[src/rtl/instr_fetch_unit_pkg.sv]
// Shared fetch/decode constants: opcode classes, NOP word, pcInMux_ctrl encodings, fetch FSM states.
package instr_fetch_unit_pkg;

    localparam logic [15:0] NOP_INSTR = 16'h7F80;

    localparam logic [1:0] PC_SEQ    = 2'b11;
    localparam logic [1:0] PC_BRANCH = 2'b01;
    localparam logic [1:0] PC_HOLD   = 2'b00;
    localparam logic [1:0] PC_RESET  = 2'b10;

    // OP_s classes as seen by the control-LUT decoder
    localparam logic [3:0] OPS_ALU    = 4'h0;
    localparam logic [3:0] OPS_LOAD   = 4'h1;
    localparam logic [3:0] OPS_STORE  = 4'h2;
    localparam logic [3:0] OPS_BRANCH = 4'h3;

    typedef enum logic [1:0] {
        ST_IDLE  = 2'd0,
        ST_REQ   = 2'd1,
        ST_DRAIN = 2'd2
    } fetch_state_t;

    function automatic logic is_redirect(input logic [1:0] sel);
        return sel != PC_SEQ;
    endfunction

endpackage

[src/rtl/instr_fetch_unit_fetch_queue.sv]
// Two-entry prefetch FIFO with flush; head is registered (data visible the cycle after push).
// Push+pop while full is legal; pop while empty is ignored; caller must never push while full without popping.
module fetch_queue #(
    parameter int W = 28
) (
    input  logic         clk,
    input  logic         reset_n,
    input  logic         i_push,
    input  logic [W-1:0] i_push_dat,
    input  logic         i_pop,
    input  logic         i_flush,
    output logic [W-1:0] o_head_dat,
    output logic         o_head_vld,
    output logic [1:0]   o_count
);

    logic [W-1:0] r_mem [0:1];
    logic         r_wr_ptr;
    logic         r_rd_ptr;
    logic [1:0]   r_count;
    logic         w_do_pop;

    assign w_do_pop   = i_pop & (r_count != 2'd0);
    assign o_head_vld = (r_count != 2'd0);
    assign o_head_dat = r_mem[r_rd_ptr];
    assign o_count    = r_count;

    always_ff @(posedge clk or negedge reset_n) begin
        if (!reset_n) begin
            r_wr_ptr <= 1'b0;
            r_rd_ptr <= 1'b0;
            r_count  <= 2'd0;
        end else if (i_flush) begin
            r_wr_ptr <= 1'b0;
            r_rd_ptr <= 1'b0;
            r_count  <= 2'd0;
        end else begin
            if (i_push)
                r_wr_ptr <= ~r_wr_ptr;
            if (w_do_pop)
                r_rd_ptr <= ~r_rd_ptr;
            r_count <= r_count + {1'b0, i_push} - {1'b0, w_do_pop};
        end
    end

    // When full, push and pop hit the same slot: the head is read out before it is overwritten.
    always_ff @(posedge clk) begin
        if (i_push && !i_flush)
            r_mem[r_wr_ptr] <= i_push_dat;
    end

endmodule

[src/rtl/instr_fetch_unit.sv]
// Program-memory fetcher with 2-deep prefetch; word shows on instruction one cycle after pm_ack, 1 instr/cycle sustained.
// Requests only while queue+outstanding < 2; redirects flush the queue and drain any in-flight read.
module instr_fetch_unit #(
    parameter int                PC_W      = 12,
    parameter logic [PC_W-1:0]   RESET_VEC = '0,
    parameter logic [15:0]       NOP_INSTR = instr_fetch_unit_pkg::NOP_INSTR
) (
    input  logic            clk,
    input  logic            reset_n,
    output logic            pm_req,
    output logic [PC_W-1:0] pm_addr,
    input  logic            pm_ack,
    input  logic [15:0]     pm_rdata,
    output logic [15:0]     instruction,
    output logic [7:0]      OP_dk,
    output logic [3:0]      OP_s,
    output logic            instr_valid,
    input  logic            instr_ready,
    input  logic [1:0]      pcInMux_ctrl,
    input  logic [PC_W-1:0] branch_target,
    output logic [PC_W-1:0] fetch_pc
);
    import instr_fetch_unit_pkg::*;

    localparam int QW = 16 + PC_W;

    fetch_state_t    r_state, w_state_nxt;
    logic [PC_W-1:0] r_pc, w_pc_nxt;
    logic [PC_W-1:0] r_drain_addr, w_drain_addr_nxt;
    logic [PC_W-1:0] w_redirect_pc;
    logic [PC_W-1:0] w_head_pc;
    logic [QW-1:0]   w_head_dat;
    logic            w_head_vld;
    logic [1:0]      w_count, w_count_nxt;
    logic            w_consume, w_redirect, w_push, w_pop, w_slot_free;

    fetch_queue #(.W(QW)) u_fetch_queue (
        .clk        (clk),
        .reset_n    (reset_n),
        .i_push     (w_push),
        .i_push_dat ({pm_rdata, r_pc}),
        .i_pop      (w_pop),
        .i_flush    (w_redirect),
        .o_head_dat (w_head_dat),
        .o_head_vld (w_head_vld),
        .o_count    (w_count)
    );

    assign w_head_pc   = w_head_dat[PC_W-1:0];
    assign w_consume   = w_head_vld & instr_ready;
    assign w_redirect  = w_consume & is_redirect(pcInMux_ctrl);
    // A word acked alongside a redirect belongs to the wrong path and is dropped.
    assign w_push      = (r_state == ST_REQ) & pm_ack & ~w_redirect;
    assign w_pop       = w_consume & ~w_redirect;
    assign w_count_nxt = w_redirect ? 2'd0 : (w_count + {1'b0, w_push} - {1'b0, w_pop});
    assign w_slot_free = (w_count_nxt < 2'd2);

    always_comb begin
        w_redirect_pc = RESET_VEC;
        case (pcInMux_ctrl)
            PC_BRANCH: w_redirect_pc = branch_target;
            PC_HOLD:   w_redirect_pc = w_head_pc;
            default:   w_redirect_pc = RESET_VEC;
        endcase
    end

    always_comb begin
        w_state_nxt      = r_state;
        w_pc_nxt         = r_pc;
        w_drain_addr_nxt = r_drain_addr;
        case (r_state)
            ST_IDLE: begin
                if (w_redirect) begin
                    w_pc_nxt    = w_redirect_pc;
                    w_state_nxt = ST_REQ;
                end else if (w_slot_free) begin
                    w_state_nxt = ST_REQ;
                end
            end
            ST_REQ: begin
                if (w_redirect) begin
                    w_pc_nxt = w_redirect_pc;
                    if (!pm_ack) begin
                        w_state_nxt      = ST_DRAIN;
                        w_drain_addr_nxt = r_pc;
                    end
                end else if (pm_ack) begin
                    w_pc_nxt    = r_pc + {{(PC_W-1){1'b0}}, 1'b1};
                    w_state_nxt = w_slot_free ? ST_REQ : ST_IDLE;
                end
            end
            ST_DRAIN: begin
                if (pm_ack)
                    w_state_nxt = ST_REQ;
            end
            default: w_state_nxt = ST_IDLE;
        endcase
    end

    always_ff @(posedge clk or negedge reset_n) begin
        if (!reset_n) begin
            r_state      <= ST_IDLE;
            r_pc         <= RESET_VEC;
            r_drain_addr <= RESET_VEC;
        end else begin
            r_state      <= w_state_nxt;
            r_pc         <= w_pc_nxt;
            r_drain_addr <= w_drain_addr_nxt;
        end
    end

    // The abandoned read keeps its own address so pm_addr stays stable until its ack.
    assign pm_req      = (r_state != ST_IDLE);
    assign pm_addr     = (r_state == ST_DRAIN) ? r_drain_addr : r_pc;
    assign instr_valid = w_head_vld;
    assign instruction = w_head_vld ? w_head_dat[QW-1:PC_W] : NOP_INSTR;
    assign OP_dk       = instruction[15:8];
    assign OP_s        = instruction[15:12];
    assign fetch_pc    = w_head_vld ? w_head_pc : r_pc;

endmodule

[config.mk]
export PLATFORM = sky130hd
export DESIGN_NAME = instr_fetch_unit
export DESIGN_NICKNAME = d
export VERILOG_FILES = /design/src/rtl/instr_fetch_unit_pkg.sv /design/src/rtl/instr_fetch_unit_fetch_queue.sv /design/src/rtl/instr_fetch_unit.sv
export SDC_FILE = /design/constraint.sdc
export NUM_CORES = 1
export LEC_CHECK = 0
export BUFFER_PORTS_ARGS = -buffer_cell sky130_fd_sc_hd__buf_2
export CORE_UTILIZATION = 25
export DETAILED_ROUTE_END_ITERATION = 10
export HOLD_SLACK_MARGIN = 0.05
export PLACE_DENSITY = 0.4
export SLEW_MARGIN = 10
export SYNTH_ARGS = -nofsm -noshare
export SYNTH_HDL_FRONTEND = slang
export SYNTH_SLANG_ARGS = --single-unit
[constraint.sdc]
create_clock -name clk -period 4.3 [get_ports clk]
set_input_delay 0.43 -clock clk [delete_from_list [all_inputs] [get_ports clk]]
set_output_delay 0.43 -clock clk [all_outputs]
set_load 0.01 [all_outputs]
==> qor.csv, run 1 <==
metric;value;unit
outcome;finished, final reports clean;
vias in the first global route;2879;
Synth Area in Compound Gates;0.119;
Cell Rows;46;
die width;131;um
crit end category;output pin;
worst min-delay path class;input pin to asynchronous set/reset pin;
RSZ-0062 raised after global routing;no;
wire per inst;16.0;um
global-route wire length before repair;16.3;mm
leakage power figure;2.03;nW
crit path DAT;2420;ps
CTS tree;done;
# fillers;1673;
Slew @ Worst Pin;1070;ps
final-report max-slew violation count;0;
syn_area_per_cell;12.2;um2
routability cong.;0.734;
# Post-CTS Setup Buffers;0;
dpl hpwl;7.23;mm
combinational family with the most area after synthesis;multiplexers;
Post-CTS Resized;0;
largest net degree at the start of global routing;34;
Min Clock Period, post-route;2850;ps
most frequent cells in the layout;87 x buf_2, 56 x edfxtp_1, 37 x nor2_1;
H-tree depth;3;
Worst-path clk slew;60;ps
most common cell after layout, fill and taps aside;buf_2;
Core Region;16100;um2
Max VDD drop;0.207;mV
Yosys reg bits;86;
Startpoint Class;register;
Clock Tree Buf Depth;2;
Post-Synth Simple-Gate Area;0.100;
final cell count without fillers;634;
Final Hold Fails;0;
Post-synth top flop;edfxtp_1;
drt drc;0;
CP Max Fanout;33;
Setup TNS Final;0;ps
max_slew headroom;0.285;
initial antenna violation count;0;
CP Class;register to output pin;
Synth Cell Area;4190;um2
via/cell ratio;4.38;
GRT Resource Usage Total;0.124;
Slowest-stage cell, CP;inv_1;
die outline area;17300;um2
io pins;88;
worst stage delay on the critical path;620;ps
1st-pass router iterations;4;
vias;2780;
final setup fails;0;
Fmax;351;MHz
hold buffer count at CTS;0;
multiplexer share of the synthesized area;0.131;
Syn Inst Count;342;
IO buf count;87;
Max Cap Violations;0;
Seq/Total Area, Yosys;0.581;
Skew-Pair Late Insertion Delay;340;ps
Final nets;451;
final core utilization;0.314;
Crit Reg-Reg Startpoint;u_fetch_queue.o_count[1]$_DFF_PN0_;
final worst path period share;0.662;
number of synthesized flops with an enable pin;56;
post-synthesis adder-cell area fraction;0.00897;
chip height;131;um
FFs w/ async S/R, synth;0.349;
CTS Root Cell;clkbuf_16;
Total Wirelength;10.1;mm
Power Density;722;nW/um2
dpl cells;619;
area grow syn2layout;20.9;%
Final WS setup;1450;ps
Max Clock Skew;7.54;ps
unique cell type count in the Yosys netlist;55;
Synth Area in XOR/XNOR;0.00837;
TritonCTS Buffers;9;
pre-CTS WS;1660;ps
share of layout cells above drive strength 1;0.342;
n_diodes;0;
initial core utilization;0.260;
clock sinks;86;
Worst EP required;3870;ps
Cell Chain, Critical Path;nor2_2 > inv_1 > a21oi_1 > buf_2;
Detail Route Antenna Nets;0;
Initial DRC Count;140;
Syn. warnings;0;
Synthesized Nets;379;
grt total ovfl;0;
Worst Setup SP;u_fetch_queue.o_count[1]$_DFF_PN0_;
-- synthesized netlist by cell type (3+ instances only) --
master | n | share of area
a211oi_1 | 4 | 0.0072
dfrtp_1 | 30 | 0.18
inv_1 | 8 | 0.0072
mux2_1 | 4 | 0.011
nor2_1 | 38 | 0.034
o21ai_0 | 15 | 0.018
ha_1 | 3 | 0.0090
mux2i_1 | 29 | 0.069
nand3_1 | 3 | 0.0036
nor4_1 | 3 | 0.0045
clkbuf_1 | 3 | 0.0027
a21oi_1 | 26 | 0.031
buf_4 | 12 | 0.022
nand2_1 | 28 | 0.025
a22o_1 | 3 | 0.0063
edfxtp_1 | 56 | 0.40
o211ai_1 | 3 | 0.0054
mux2_2 | 19 | 0.051
buf_2 | 9 | 0.011
-- logic make-up after synthesis --
family / Yosys count
compound gates: 73
fa+ha+maj: 3
flops: 86
simple gates: 87
xor+xnor: 4
buf+inv: 37
mux: 52
-- stage by stage --
step           total power, mW  cell area (um2)  hold slack (ps)
2_1_floorplan             2.38             4190              134
3_3_place_gp              2.87             4750              463
3_5_place_dp              2.88             4750              474
4_1_cts                   3.72             5060              165
5_1_grt                   3.93             5060              205
6_report                  3.65             5060              146
-- power by group --
| part | total [mW] | switching (mW) | internal [mW] |
|---|---|---|---|
| sequential | 1.42 | 0.261 | 1.16 |
| clock | 0.821 | 0.314 | 0.508 |
| combinational | 1.41 | 0.816 | 0.595 |
-- state kept, by name (all words and copies together) (netlist names) --
signal	cells
r_pc	12
u_fetch_queue.r_rd_ptr	1
r_state	2
u_fetch_queue.r_mem	56
u_fetch_queue.r_wr_ptr	1
r_drain_addr	12
u_fetch_queue.o_count	2
-- path summary, 6_finish.rpt --
| path | endpoint | slack, ps | depth (start not counted) |
|---|---|---|---|
| hold reg to reg | r_drain_addr[8]$_DFFE_PN0P_ | 480 | 1 |
| setup / recovery | fetch_pc[6] | 1450 | 4 |
| max in group asynchronous | u_fetch_queue.r_rd_ptr$_DFFE_PN0P_ | 3650 | 1 |
| setup reg to reg | u_fetch_queue.r_mem[0][25]$_DFFE_PP_ | 1860 | 5 |
| hold / removal | r_drain_addr[9]$_DFFE_PN0P_ | 150 | 1 |
| min in group clk | u_fetch_queue.r_mem[1][15]$_DFFE_PP_ | 280 | 1 |
-- final cells by class --
type	instances	area, um2	share of cell area
flip-flops and latches	86	2430	0.481
clock inverters	5	83.8	0.0166
inverters	8	30.0	0.00593
repair buffers	90	470	0.0930
well taps	216	270	0.0534
multi-input cells	219	1540	0.305
clock buffers	10	229	0.0452
-- worst max-delay path, delay by kind of cell (launching register included) --
family	cells	cell delay, ps
flip-flops	1	430
AO/OA/AOI/OAI	1	390
AND/OR/NAND/NOR	1	440
buffers and inverters	2	800
-- metal layers --
layer | up-vias | GRT usage | part of all wire
met5 | - | 0 | 0
met4 | 0 | 0.0355 | 0.013
met3 | 10 | 0.0386 | 0.051
met2 | 81 | 0.188 | 0.45
met1 | 1310 | 0.170 | 0.49
li1 | 1379 | - | -
Power figures use the tool's default switching activity.
==> run 2, diff against run 1 <==
Settings changed: PLACE_DENSITY 0.4 to 0.41.
Clock period 4.3 ns to 2.44 ns, I/O delays scaled along.
==> qor.csv, run 2 (same netlist as run 1, synthesis figures left out) <==
metric;value;unit
share of layout cells above drive strength 1;0.351;
Detail Route Antenna Nets;0;
Slew @ Worst Pin;765;ps
worst min-delay path class;input pin to register;
met3 Use GR;0.0405;
worst reg2reg setup slack;560;ps
routing usage on met2;0.212;
Skew-Pair Late Insertion Delay;350;ps
dpl cells;623;
max reg flops;56;
GRT Resource Usage Total;0.127;
grt total ovfl;0;
IO buf count;87;
Worst EP required;2200;ps
Worst-path clk slew;70;ps
Critical R2R Capture;r_state[0]$_DFFE_PN0P_;
wire per inst;16.4;um
Setup TNS Final;0;ps
CTS tree;done;
CTS Root Cell;clkbuf_16;
largest net degree at the start of global routing;34;
final cell count without fillers;640;
io pins;88;
final setup fails;0;
Reg2Reg Depth;8;
busiest layer in global routing;met2;
routability cong.;0.730;
area grow syn2layout;21.6;%
leakage power figure;2.06;nW
Largest Register;u_fetch_queue.r_mem;
most common cell after layout, fill and taps aside;buf_2;
worst hold stages;1;
Initial DRC Count;126;
RSZ-0062 raised after global routing;no;
Final Hold Fails;0;
worst hold start;pm_rdata[1];
Total Wirelength;10.5;mm
initial core utilization;0.260;
drt drc;0;
tightest hold margin;83.0;ps
Crit Reg-Reg Startpoint;r_state[1]$_DFFE_PN0P_;
clock sinks;86;
H-tree depth;3;
TritonCTS Buffers;9;
vias;2857;
CP Class;register to output pin;
Core Region;16100;um2
Max VDD drop;0.441;mV
final worst path period share;0.879;
final-report max-slew violation count;0;
1st-pass router iterations;4;
Min Clock Period, post-route;2140;ps
dpl hpwl;7.23;mm
vias in the first global route;2912;
die outline area;17300;um2
Fmax;466;MHz
n_diodes;0;
Cell Rows;46;
Final nets;456;
chip height;131;um
outcome;finished, final reports clean;
Clock Tree Buf Depth;2;
Max Cap Violations;0;
crit end category;output pin;
final core utilization;0.316;
initial antenna violation count;0;
Startpoint Class;register;
global-route wire length before repair;16.5;mm
Post-CTS Resized;0;
Max Clock Skew;9.77;ps
crit path DAT;1900;ps
WHS Endpoint;u_fetch_queue.r_mem[1][13]$_DFFE_PP_;
CP Max Fanout;16;
max_slew headroom;0.490;
Largest regs;u_fetch_queue.r_mem x56, r_drain_addr x12, r_pc x12;
die width;131;um
via/cell ratio;4.46;
most frequent cells in the layout;87 x buf_2, 56 x edfxtp_1, 37 x nor2_1;
grt met1 use;0.157;
Power Density;1270;nW/um2
[run 2: final cells by class]
cell class,instances,area [um2]
fill,1694,11000
sequential,86,2430
multi-input combinational,219,1550
timing repair buffer,95,510
tap,216,270
clock buffer,9,225
clock inverter,7,72.6
inverter,8,30.0
[run 2: repair_timing]
item / in CTS / in global routing
hold buffers: 1 / 0
hold endpoints to repair: 30 / 0
setup buffers: 0 / 0
setup endpoints to repair: 0 / 0
[run 2: worst max path at each step]
stage                                       startpoint                             endpoint  slack, ps  cells after the start
floorplan           u_fetch_queue.o_count[1]$_DFF_PN0_  u_fetch_queue.r_mem[0][0]$_DFFE_PP_        210                      4
global placement    u_fetch_queue.o_count[1]$_DFF_PN0_               r_state[0]$_DFFE_PN0P_        600                      8
detailed placement  u_fetch_queue.o_count[1]$_DFF_PN0_               r_state[0]$_DFFE_PN0P_        580                      8
CTS                 u_fetch_queue.r_rd_ptr$_DFFE_PN0P_                      instruction[13]        230                      4
global route        u_fetch_queue.r_rd_ptr$_DFFE_PN0P_                             OP_dk[5]        140                      4
finish              u_fetch_queue.r_rd_ptr$_DFFE_PN0P_                      instruction[13]        300                      4
[run 2: through the flow]
stage	total power [mW]	setup slack, ps	cell area [um2]
global placement	5.11	597	4780
floorplan	4.20	209	4190
detailed placement	5.15	576	4780
finish	6.46	296	5090
CTS	6.59	225	5090
global route	6.92	137	5090
[run 2: power by group]
group / total [mW] / switching [mW] / internal [mW] / leakage (nW)
clock network: 1.41 / 0.607 / 0.799 / 0.147
registers: 2.47 / 0.422 / 2.04 / 0.901
logic: 2.59 / 1.50 / 1.09 / 1.01
[run 2: layer usage]
metal	wire length, um	share of wire
met5	0	0
met4	93	0.0089
met3	548	0.052
met2	5130	0.49
met1	4690	0.45
[run 2: critical path: stages, from the launching register on]
cell     delay (ps)
dfrtp_2         670
buf_4           360
mux2i_1         240
nand2_1          90
buf_2           160
==> run 3, diff against run 2 <==
Settings changed: BUFFER_PORTS_ARGS -buffer_cell sky130_fd_sc_hd__buf_2 to -buffer_cell sky130_fd_sc_hd__buf_4, CTS_CLUSTER_SIZE from default to 14.
==> qor.csv, run 3 (same netlist as run 1, synthesis figures left out) <==
metric;value;unit
via/cell ratio;4.49;
final-report max-slew violation count;0;
initial antenna violation count;0;
# Post-CTS Setup Buffers;0;
share of layout cells above drive strength 1;0.354;
CTS tree;done;
Max Clock Skew;8.00;ps
outcome;finished, final reports clean;
combinational cell fraction of total power;0.443;
Clock Tree Buf Depth;2;
worst hold stages;1;
Clock power frac;0.193;
final setup fails;0;
Net Switching;2.54;mW
Largest Register;u_fetch_queue.r_mem;
max reg flops;56;
RSZ-0062 raised after global routing;no;
chip height;131;um
dpl hpwl;7.30;mm
Core Region;16100;um2
Crit Reg-Reg Startpoint;u_fetch_queue.o_count[1]$_DFF_PN0_;
die outline area;17300;um2
Skew-Pair Late Insertion Delay;350;ps
CP Class;register to output pin;
worst reg2reg setup slack;610;ps
# fillers;1699;
Final nets;458;
worst min-delay path class;input pin to register;
initial core utilization;0.260;
final core utilization;0.329;
design area;5310;um2
Fmax;468;MHz
worst hold start;pm_rdata[8];
1st-pass router iterations;4;
Reg2Reg Depth;8;
tightest hold margin;78.4;ps
Power Density;1250;nW/um2
Post-CTS Resized;0;
crit end category;output pin;
TritonCTS Buffers;9;
Initial DRC Count;170;
Slew @ Worst Pin;633;ps
CP Max Fanout;16;
n_diodes;0;
final cell count without fillers;642;
Int Pwr;4.12;mW
vias;2884;
max_slew headroom;0.577;
Detail Route Antenna Nets;0;
clock sinks;86;
Total Wirelength;10.5;mm
wire per inst;16.4;um
routability cong.;0.709;
Min Clock Period, post-route;2140;ps
area grow syn2layout;26.7;%
vias in the first global route;2974;
Max VDD drop;0.510;mV
largest net degree at the start of global routing;34;
GRT Resource Usage Total;0.129;
crit path DAT;1890;ps
Multi-input gate area;1540;um2
WHS Endpoint;u_fetch_queue.r_mem[1][20]$_DFFE_PP_;
Worst EP required;2200;ps
H-tree depth;3;
IO buf count;87;
Critical R2R Capture;r_state[0]$_DFFE_PN0P_;
Net Sw Frac;0.381;
grt total ovfl;0;
most frequent cells in the layout;94 x buf_4, 56 x edfxtp_1, 37 x nor2_1;
Setup TNS Final;0;ps
Final Hold Fails;0;
Largest regs;u_fetch_queue.r_mem x56, r_drain_addr x12, r_pc x12;
Flop pwr share;0.364;
most common cell after layout, fill and taps aside;buf_4;
Worst-path clk slew;60;ps
Startpoint Class;register;
drt drc;0;
io pins;88;
die width;131;um
CTS Root Cell;clkbuf_16;
dpl cells;625;
hold buffer count at CTS;1;
placed inst area;5020;um2
leakage power figure;2.13;nW
Max Cap Violations;0;
Cell Rows;46;
global-route wire length before repair;17.0;mm
final worst path period share;0.875;
Register Area;2430;um2
run 3: power by group through the flow:
| stage | clock network, mW | logic, mW | registers (mW) |
|---|---|---|---|
| after CTS | 1.33 | 3.03 | 2.44 |
| after global routing | 1.39 | 3.26 | 2.50 |
| final | 1.28 | 2.95 | 2.43 |
| after detailed placement | 0 | 3.01 | 2.47 |
| after global placement | 0 | 2.99 | 2.45 |
| after floorplan | 0 | 1.92 | 2.28 |
run 3: worst max path at each step:
| stage | to | slack [ps] | cells after the start | startpoint |
|---|---|---|---|---|
| 2_1_floorplan | u_fetch_queue.r_mem[0][0]$_DFFE_PP_ | 210 | 4 | u_fetch_queue.o_count[1]$_DFF_PN0_ |
| 3_3_place_gp | OP_s[2] | 630 | 4 | u_fetch_queue.r_rd_ptr$_DFFE_PN0P_ |
| 3_5_place_dp | instruction[14] | 610 | 4 | u_fetch_queue.r_rd_ptr$_DFFE_PN0P_ |
| 4_1_cts | instruction[14] | 220 | 4 | u_fetch_queue.r_rd_ptr$_DFFE_PN0P_ |
| 5_1_grt | OP_s[0] | 130 | 4 | u_fetch_queue.r_rd_ptr$_DFFE_PN0P_ |
| 6_report | instruction[14] | 300 | 4 | u_fetch_queue.r_rd_ptr$_DFFE_PN0P_ |
run 3: critical path, cell delays in order, from the launching register on:
cell and delay [ps]:
dfrtp_2 660, buf_4 360, mux2i_1 220, nand2_1 110, buf_4 170
run 3: layout make-up:
cell class                      count  share of cell area
Multi-Input combinational cell    219               0.291
Clock inverter                      7             0.00896
Timing Repair Buffer               97               0.142
Inverter                            8             0.00566
Sequential cell                    86               0.459
Tap cell                          216              0.0509
Clock buffer                        9              0.0424
run 3: metrics by stage:
stage / worst slack (ps) / power, mW
3_3_place_gp: 627 / 5.44
6_report: 304 / 6.66
3_5_place_dp: 611 / 5.48
5_1_grt: 135 / 7.15
4_1_cts: 223 / 6.79
2_1_floorplan: 209 / 4.20
run 3: layer usage:
layer,up-vias,track usage,share of wire
met5,-,0,0
met4,0,0.0368,0.014
met3,12,0.0417,0.052
met2,79,0.209,0.48
met1,1400,0.163,0.46
li1,1393,-,-
